--- src/rtl/getir_pkg.sv ---
// Shared definitions for the fetch sequencer: FSM encoding, reset PS default,
// NOP encoding and an address alignment helper.
package getir_pkg;

    typedef enum logic [1:0] {
        ISTE  = 2'd0,   // no request outstanding
        BEKLE = 2'd1,   // one request outstanding
        IPTAL = 2'd2    // one request outstanding, its response is discarded
    } durum_e;

    localparam logic [31:0] RESET_PS_VARSAYILAN = 32'h0000_0000;
    localparam logic [31:0] NOP                 = 32'h0000_0013;

    // Word-aligned memory address for a (possibly halfword aligned) PS.
    function automatic logic [31:0] hizala(input logic [31:0] ps);
        return {ps[31:2], 2'b00};
    endfunction

endpackage

--- src/rtl/getir_fifo.sv ---
// DERINLIK-entry FIFO of {ps, word} pairs with push, pop, flush and occupancy count.
// DERINLIK must be a power of two so the pointers wrap naturally.
module getir_fifo #(
    parameter int DERINLIK = 2
) (
    input  logic                          clk_i,
    input  logic                          rst_i,
    input  logic                          push_i,
    input  logic [63:0]                   veri_i,
    input  logic                          pop_i,
    input  logic                          flush_i,
    output logic [63:0]                   bas_o,
    output logic [$clog2(DERINLIK+1)-1:0] sayi_o
);

    localparam int PW = $clog2(DERINLIK);
    localparam int CW = $clog2(DERINLIK+1);

    logic [PW-1:0] yaz_q, yaz_d, oku_q, oku_d;
    logic [CW-1:0] sayi_q, sayi_d;
    logic [63:0]   mem_q [DERINLIK];

    // Pointer and count update; flush empties the buffer and wins over push/pop.
    always_comb begin
        yaz_d  = yaz_q;
        oku_d  = oku_q;
        sayi_d = sayi_q;
        if (flush_i) begin
            yaz_d  = '0;
            oku_d  = '0;
            sayi_d = '0;
        end else begin
            if (push_i) yaz_d = yaz_q + PW'(1);
            if (pop_i)  oku_d = oku_q + PW'(1);
            case ({push_i, pop_i})
                2'b10:   sayi_d = sayi_q + CW'(1);
                2'b01:   sayi_d = sayi_q - CW'(1);
                default: sayi_d = sayi_q;
            endcase
        end
    end

    // Pointer/count registers.
    always_ff @(posedge clk_i or posedge rst_i) begin
        if (rst_i) begin
            yaz_q  <= '0;
            oku_q  <= '0;
            sayi_q <= '0;
        end else begin
            yaz_q  <= yaz_d;
            oku_q  <= oku_d;
            sayi_q <= sayi_d;
        end
    end

    // Storage; cleared on reset so the head reads zero out of reset.
    always_ff @(posedge clk_i or posedge rst_i) begin
        if (rst_i) begin
            for (int i = 0; i < DERINLIK; i++) mem_q[i] <= '0;
        end else if (push_i && !flush_i) begin
            mem_q[yaz_q] <= veri_i;
        end
    end

    assign bas_o  = mem_q[oku_q];
    assign sayi_o = sayi_q;

endmodule

--- src/rtl/getir_denetleyici.sv ---
// Fetch sequencer: issues word-aligned fetches, buffers {ps, word} responses,
// feeds the instruction queue and handles branch redirects.
// Optional GETIR_SAYAC_EN adds pushed/dropped/empty-cycle counters.
module getir_denetleyici
    import getir_pkg::*;
#(
    parameter logic [31:0] RESET_PS = RESET_PS_VARSAYILAN,
    parameter int          DERINLIK = 2
) (
    input  logic        clk_i,
    input  logic        rst_i,
    input  logic        dallanma_gecerli_i,
    input  logic [31:0] dallanma_ps_i,
    input  logic        cekirdek_durdur_i,
    output logic        obellek_istek_o,
    output logic [31:0] obellek_adres_o,
    input  logic        obellek_hazir_i,
    input  logic        obellek_veri_gecerli_i,
    input  logic [31:0] obellek_veri_i,
    output logic        kuyruk_aktif_o,
    output logic        ps_atladi_o,
    output logic [31:0] ps_o,
    output logic [31:0] buyruk_o,
    input  logic        ps_durdur_i,
    input  logic        ps_iki_artir_i
`ifdef GETIR_SAYAC_EN
    ,
    output logic [31:0] sayac_getirilen_o,
    output logic [31:0] sayac_iptal_o,
    output logic [31:0] sayac_bos_o
`endif
);

    localparam int CW = $clog2(DERINLIK+1);

    durum_e        durum_q, durum_d;
    logic [31:0]   getir_ps_q, getir_ps_d;
    logic [31:0]   istek_ps_q, istek_ps_d;
    logic [63:0]   bas;
    logic [CW-1:0] sayi;
    logic          bos, kabul, push, pop, dusur;

    // ps_iki_artir_i only tells the queue's own PS bookkeeping what happened;
    // the word is consumed either way, so it does not change the pop.
    assign bos   = (sayi == '0);
    assign kabul = obellek_istek_o & obellek_hazir_i;
    assign push  = (durum_q == BEKLE) & obellek_veri_gecerli_i & !dallanma_gecerli_i;
    assign dusur = obellek_veri_gecerli_i &
                   ((durum_q == IPTAL) | ((durum_q == BEKLE) & dallanma_gecerli_i));
    assign pop   = kuyruk_aktif_o & !ps_durdur_i;

    // Memory and queue side outputs; forced to zero while reset is held.
    always_comb begin
        obellek_istek_o = !rst_i && (durum_q == ISTE) && (sayi < CW'(DERINLIK)) &&
                          !dallanma_gecerli_i;
        obellek_adres_o = obellek_istek_o ? hizala(getir_ps_q) : '0;
        kuyruk_aktif_o  = !rst_i && !bos && !cekirdek_durdur_i && !dallanma_gecerli_i;
        ps_atladi_o     = !rst_i && dallanma_gecerli_i;
        buyruk_o        = bos ? '0 : bas[31:0];
        if (rst_i)                   ps_o = '0;
        else if (dallanma_gecerli_i) ps_o = dallanma_ps_i;
        else                         ps_o = bos ? '0 : bas[63:32];
    end

    // Next-state: at most one outstanding request; a redirect redirects the
    // fetch PS and marks any in-flight response as stale.
    always_comb begin
        durum_d    = durum_q;
        getir_ps_d = getir_ps_q;
        istek_ps_d = istek_ps_q;
        case (durum_q)
            ISTE: if (kabul) begin
                durum_d    = BEKLE;
                getir_ps_d = getir_ps_q + 32'd4;
                istek_ps_d = hizala(getir_ps_q);
            end
            BEKLE: begin
                if (obellek_veri_gecerli_i) durum_d = ISTE;
                else if (dallanma_gecerli_i) durum_d = IPTAL;
            end
            IPTAL: if (obellek_veri_gecerli_i) durum_d = ISTE;
            default: durum_d = ISTE;
        endcase
        if (dallanma_gecerli_i) getir_ps_d = dallanma_ps_i;
    end

    // FSM and fetch PS registers.
    always_ff @(posedge clk_i or posedge rst_i) begin
        if (rst_i) begin
            durum_q    <= ISTE;
            getir_ps_q <= RESET_PS;
            istek_ps_q <= '0;
        end else begin
            durum_q    <= durum_d;
            getir_ps_q <= getir_ps_d;
            istek_ps_q <= istek_ps_d;
        end
    end

    getir_fifo #(.DERINLIK(DERINLIK)) u_fifo (
        .clk_i   (clk_i),
        .rst_i   (rst_i),
        .push_i  (push),
        .veri_i  ({istek_ps_q, obellek_veri_i}),
        .pop_i   (pop),
        .flush_i (dallanma_gecerli_i),
        .bas_o   (bas),
        .sayi_o  (sayi)
    );

`ifdef GETIR_SAYAC_EN
    logic [31:0] getirilen_q, getirilen_d, iptal_q, iptal_d, bos_q, bos_d;

    // Event counters, free-running and wrapping.
    always_comb begin
        getirilen_d = getirilen_q + (push ? 32'd1 : 32'd0);
        iptal_d     = iptal_q + (dusur ? 32'd1 : 32'd0);
        bos_d       = bos_q + ((bos && !cekirdek_durdur_i) ? 32'd1 : 32'd0);
    end

    // Counter registers.
    always_ff @(posedge clk_i or posedge rst_i) begin
        if (rst_i) begin
            getirilen_q <= '0;
            iptal_q     <= '0;
            bos_q       <= '0;
        end else begin
            getirilen_q <= getirilen_d;
            iptal_q     <= iptal_d;
            bos_q       <= bos_d;
        end
    end

    assign sayac_getirilen_o = getirilen_q;
    assign sayac_iptal_o     = iptal_q;
    assign sayac_bos_o       = bos_q;
`else
    logic dusur_kullanilmadi;
    assign dusur_kullanilmadi = dusur & ps_iki_artir_i;
`endif

endmodule
--- config.mk ---
export PLATFORM = sky130hd
export DESIGN_NAME = getir_denetleyici
export DESIGN_NICKNAME = d
export VERILOG_FILES = /design/src/rtl/getir_pkg.sv /design/src/rtl/getir_fifo.sv /design/src/rtl/getir_denetleyici.sv
export SDC_FILE = /design/constraint.sdc
export NUM_CORES = 1
export LEC_CHECK = 0
export CAP_MARGIN = 30
export CORE_MARGIN = 2
export CORE_UTILIZATION = 53
export CTS_BUF_LIST = sky130_fd_sc_hd__clkbuf_8 sky130_fd_sc_hd__clkbuf_16
export DETAILED_ROUTE_END_ITERATION = 12
export GPL_ROUTABILITY_DRIVEN = 0
export PLACE_DENSITY = 0.89
export SLEW_MARGIN = 20
export SYNTH_ARGS = -nofsm -noshare
export SYNTH_HDL_FRONTEND = slang
export SYNTH_SLANG_ARGS = --single-unit
--- constraint.sdc ---
create_clock -name clk_i -period 16.7 [get_ports clk_i]
set_clock_uncertainty 0.15 [all_clocks]
set_input_delay 5.01 -clock clk_i [delete_from_list [all_inputs] [get_ports clk_i]]
set_output_delay 5.01 -clock clk_i [all_outputs]
set_load 0.05 [all_outputs]
==> metrics list <==
- Run status: finished, final reports clean
* Fraction of layout instances using a drive strength above 1: 26.2%
- Level count of the clock H-tree: 4
- The initial antenna violation count was 1.
* Worst setup path category: primary input to output pin
- Total standard cell area after synthesis: 9400 um2
- CTS Hold Buffers Added: 0
* Final hold violations: 0
- In this run the most used layer during global routing was met2.
* Clock latency at the later pin of the worst-skew pair: 0.43 ns
- Resized Gates After CTS: 0
* Cell count after placement: 1,148
- In the final timing run, aggregate negative setup slack is 0 ns.
* First-pass GRT wire length: 36,900 um
* Total GRT Usage: 25.1%
* Count of inserted antenna diode cells: 0
- Static leakage: 5.02 nW
- Power per cell area: 110 nW/um2
- Distinct cell type count of the synthesized netlist: 54
* Average detailed-routed wire length per instance: 19.1 um
- Global routing finished with a remaining overflow of 0.
* Number of global-route vias before repair: 7,361
* Clock transition at the registers of the reported paths: 0.06 ns
* DRT Pass-1 Iters: 5
- TritonCTS built the clock tree.
- Setup repair after global routing left no endpoint under its margin.
- For the worst setup path, the data required time is 11.54 ns.
- Summed over all nets, the half-perimeter wirelength after detailed placement is 14,600 um.
- Global routing usage on met3: 6.88%
* Met1 layer usage reported by global route: 31.1%
* Number of vias per cell after detailed routing: 5.97
* Cell count after synthesis: 808
- The final count of pins violating max slew came to 0.
- STA puts the critical path data arrival time at 7.76 ns.
* Synth Flop Type: sky130_fd_sc_hd__dfrtp_1
- Number of buffers inserted by port buffering: 167
- Area growth syn-to-layout: 25.7%
- The routed layout has 7,061 vias.
- Slew at the pin closest to its max-slew limit: 0.969 ns
- Top cells by area in the synthesized netlist: sky130_fd_sc_hd__dfrtp_1 51%, sky130_fd_sc_hd__mux2_2 22%, sky130_fd_sc_hd__mux2i_1 3.7%, sky130_fd_sc_hd__nor2_1 2.8%, sky130_fd_sc_hd__and3_1 2.2%
* Highest clock rate: 77.4 MHz
- Buffer type at the clock tree root: sky130_fd_sc_hd__clkbuf_16
- The clock net in this run drives a total of 190 sinks.
* Count of endpoints failing setup in the final report: 0
- The top cell type by area accounts for 50.6% of the synthesized area.
- STA classifies the critical path startpoint as a primary input.
- Largest fanout on the critical path: 75
- After the first detailed-routing iteration, the DRC count stood at 434.
* Core footprint: 17,300 um2
- The worst setup path is captured at an output pin.
- Max-cap violations: 0
* Final Non-Filler Cells: 1,182
* Post-route minimum period: 12.92 ns
- The completed layout was analyzed and its total power is 0.00130 W.
* Post-route DRC violation count: 0
- I/O pin count: 171
- Yosys mapped a number of flops with a built-in enable equal to 0.
- Fill cells: 1,236
* Horizontal extent of the die: 137 um
* Height of the die: 137 um
* Share of the clock period used by the worst path: 77.4%
- The min-delay analysis places its worst path in the category flip-flop to flip-flop.
* Top cells by count, synth: 190 x sky130_fd_sc_hd__dfrtp_1, 185 x sky130_fd_sc_hd__mux2_2, 70 x sky130_fd_sc_hd__nor2_1
- Averaged over all synthesized cells, the footprint is 11.6 um2.
- GR Util met2: 42.0%
* Largest vdd supply drop: 0.0742 mV
- Summed over all instances, the cell type with the most area after synthesis is sky130_fd_sc_hd__dfrtp_1.
- Yosys synthesis warning count: 0
- Cell Rows: 48
* Maximum number of pins on one net before global-route repair: 77
* Post-layout nets: 1,017
- In this run, synthesis produced a sequential element count of 190.
- The die covers 18,800 um2.
* Number of nets still failing antenna checks after routing: 0
- Sequential element share of the synthesized area: 50.6%
- Among all cell types in the netlist, the one instantiated most often is sky130_fd_sc_hd__dfrtp_1.
* # Post-CTS Setup Buffers: 0
- Number of clock buffers inserted by TritonCTS: 17
* Async set-or-reset flop fraction in the synthesized netlist: 100%
- For this block, the routed nets add up to 22,600 um of wire.
* Max-slew headroom at the worst pin: 35.4%
* Largest buffer count on any clock path: 2
* Effective utilization at floorplan: 54.4%
final cells by class:
class                   instances  area (um2)  share of cell area (%)
repair buffers                180        1810                    15.3
clock inverters                12         143                    1.21
clock buffers                  20         467                    3.95
flip-flops and latches        190        4760                    40.3
inverters                       4        20.0                   0.169
multi-input cells             551        4330                    36.7
well taps                     225         282                    2.38
layout by cell type (no fill, tap or decap), types with 5 or more instances in the layout:
| cell | netlist | final |
|---|---|---|
| sky130_fd_sc_hd__dfrtp_1 | 190 | 189 |
| sky130_fd_sc_hd__mux2_2 | 185 | 185 |
| sky130_fd_sc_hd__clkdlybuf4s50_1 | 0 | 165 |
| sky130_fd_sc_hd__nor2_1 | 70 | 69 |
| sky130_fd_sc_hd__nand2_1 | 48 | 47 |
| sky130_fd_sc_hd__mux2i_1 | 35 | 35 |
| sky130_fd_sc_hd__and3_1 | 33 | 33 |
| sky130_fd_sc_hd__a21oi_1 | 20 | 20 |
| sky130_fd_sc_hd__or4_1 | 18 | 18 |
| sky130_fd_sc_hd__nand3_1 | 17 | 17 |
| sky130_fd_sc_hd__clkbuf_16 | 0 | 17 |
| sky130_fd_sc_hd__a22oi_1 | 15 | 15 |
| sky130_fd_sc_hd__nand4_1 | 14 | 14 |
| sky130_fd_sc_hd__o21ai_0 | 13 | 13 |
| sky130_fd_sc_hd__buf_4 | 2 | 10 |
| sky130_fd_sc_hd__a31oi_1 | 9 | 9 |
| sky130_fd_sc_hd__o31ai_1 | 8 | 8 |
| sky130_fd_sc_hd__xor2_1 | 7 | 7 |
| sky130_fd_sc_hd__o211ai_1 | 7 | 7 |
| sky130_fd_sc_hd__nor2b_1 | 7 | 7 |
| sky130_fd_sc_hd__inv_1 | 4 | 5 |
final timing paths:
path                                          from          endpoint  slack [ns]  cells past startpoint
worst max-delay path            dallanma_gecerli_i          ps_o[13]        3.78                      6
worst min-delay path              u_fifo.mem_q[53]  u_fifo.mem_q[53]        0.35                      1
worst max register to register    u_fifo.sayi_o[1]  u_fifo.sayi_o[1]       13.83                      4
worst min register to register    u_fifo.mem_q[53]  u_fifo.mem_q[53]        0.35                      1
max in group asynchronous                    rst_i    istek_ps_q[21]       10.25                      4
min in group asynchronous                    rst_i     istek_ps_q[6]        5.12                      2
power by group:
group          switching [W]  internal (W)
logic               0.000127      0.000143
registers          0.0000600      0.000552
clock network       0.000172      0.000246
total               0.000359      0.000941
flip-flops by register name (all words and copies together), names as in the netlist:
signal / count
durum_q: 2
u_fifo.sayi_o: 2
getir_ps_q: 30
u_fifo.mem_q: 124
istek_ps_q: 30
u_fifo.yaz_q: 1
u_fifo.oku_q: 1
metal layers:
metal,wire [um],vias to the layer above
li1,-,3205
met1,9260,3554
met2,11200,257
met3,1690,43
met4,504,2
met5,13,-
cells by family after synthesis:
group	count (synthesis)	share of synthesized area (%)
simple gates	236	13.3
mux	220	25.9
flops	190	50.6
compound gates	83	5.78
buf+inv	68	3.50
xor+xnor	9	0.838
fa+ha+maj	1	0.133
other cells	1	0.0399
worst max-delay path, stage by stage:
cell	delay, ns
sky130_fd_sc_hd__buf_2	0.10
sky130_fd_sc_hd__buf_4	0.34
sky130_fd_sc_hd__o21ba_2	0.94
sky130_fd_sc_hd__nand2_1	0.17
sky130_fd_sc_hd__a21oi_1	0.30
sky130_fd_sc_hd__clkdlybuf4s50_1	0.86
per-stage QoR:
| stage | worst slack, ns | hold WS (ns) | instance area [um2] | utilization, % |
|---|---|---|---|---|
| 2_1_floorplan | 1.49 | 0.312 | 9410 | - |
| 3_3_place_gp | 3.94 | 0.331 | 11100 | 64.4 |
| 3_5_place_dp | 3.89 | 0.338 | 11200 | 64.5 |
| 4_1_cts | 3.86 | 0.353 | 11800 | 68.0 |
| 5_1_grt | 3.68 | 0.368 | 11800 | 68.3 |
| 6_report | 3.78 | 0.351 | 11800 | 68.3 |
No activity file was read; power rests on OpenSTA's default activity.
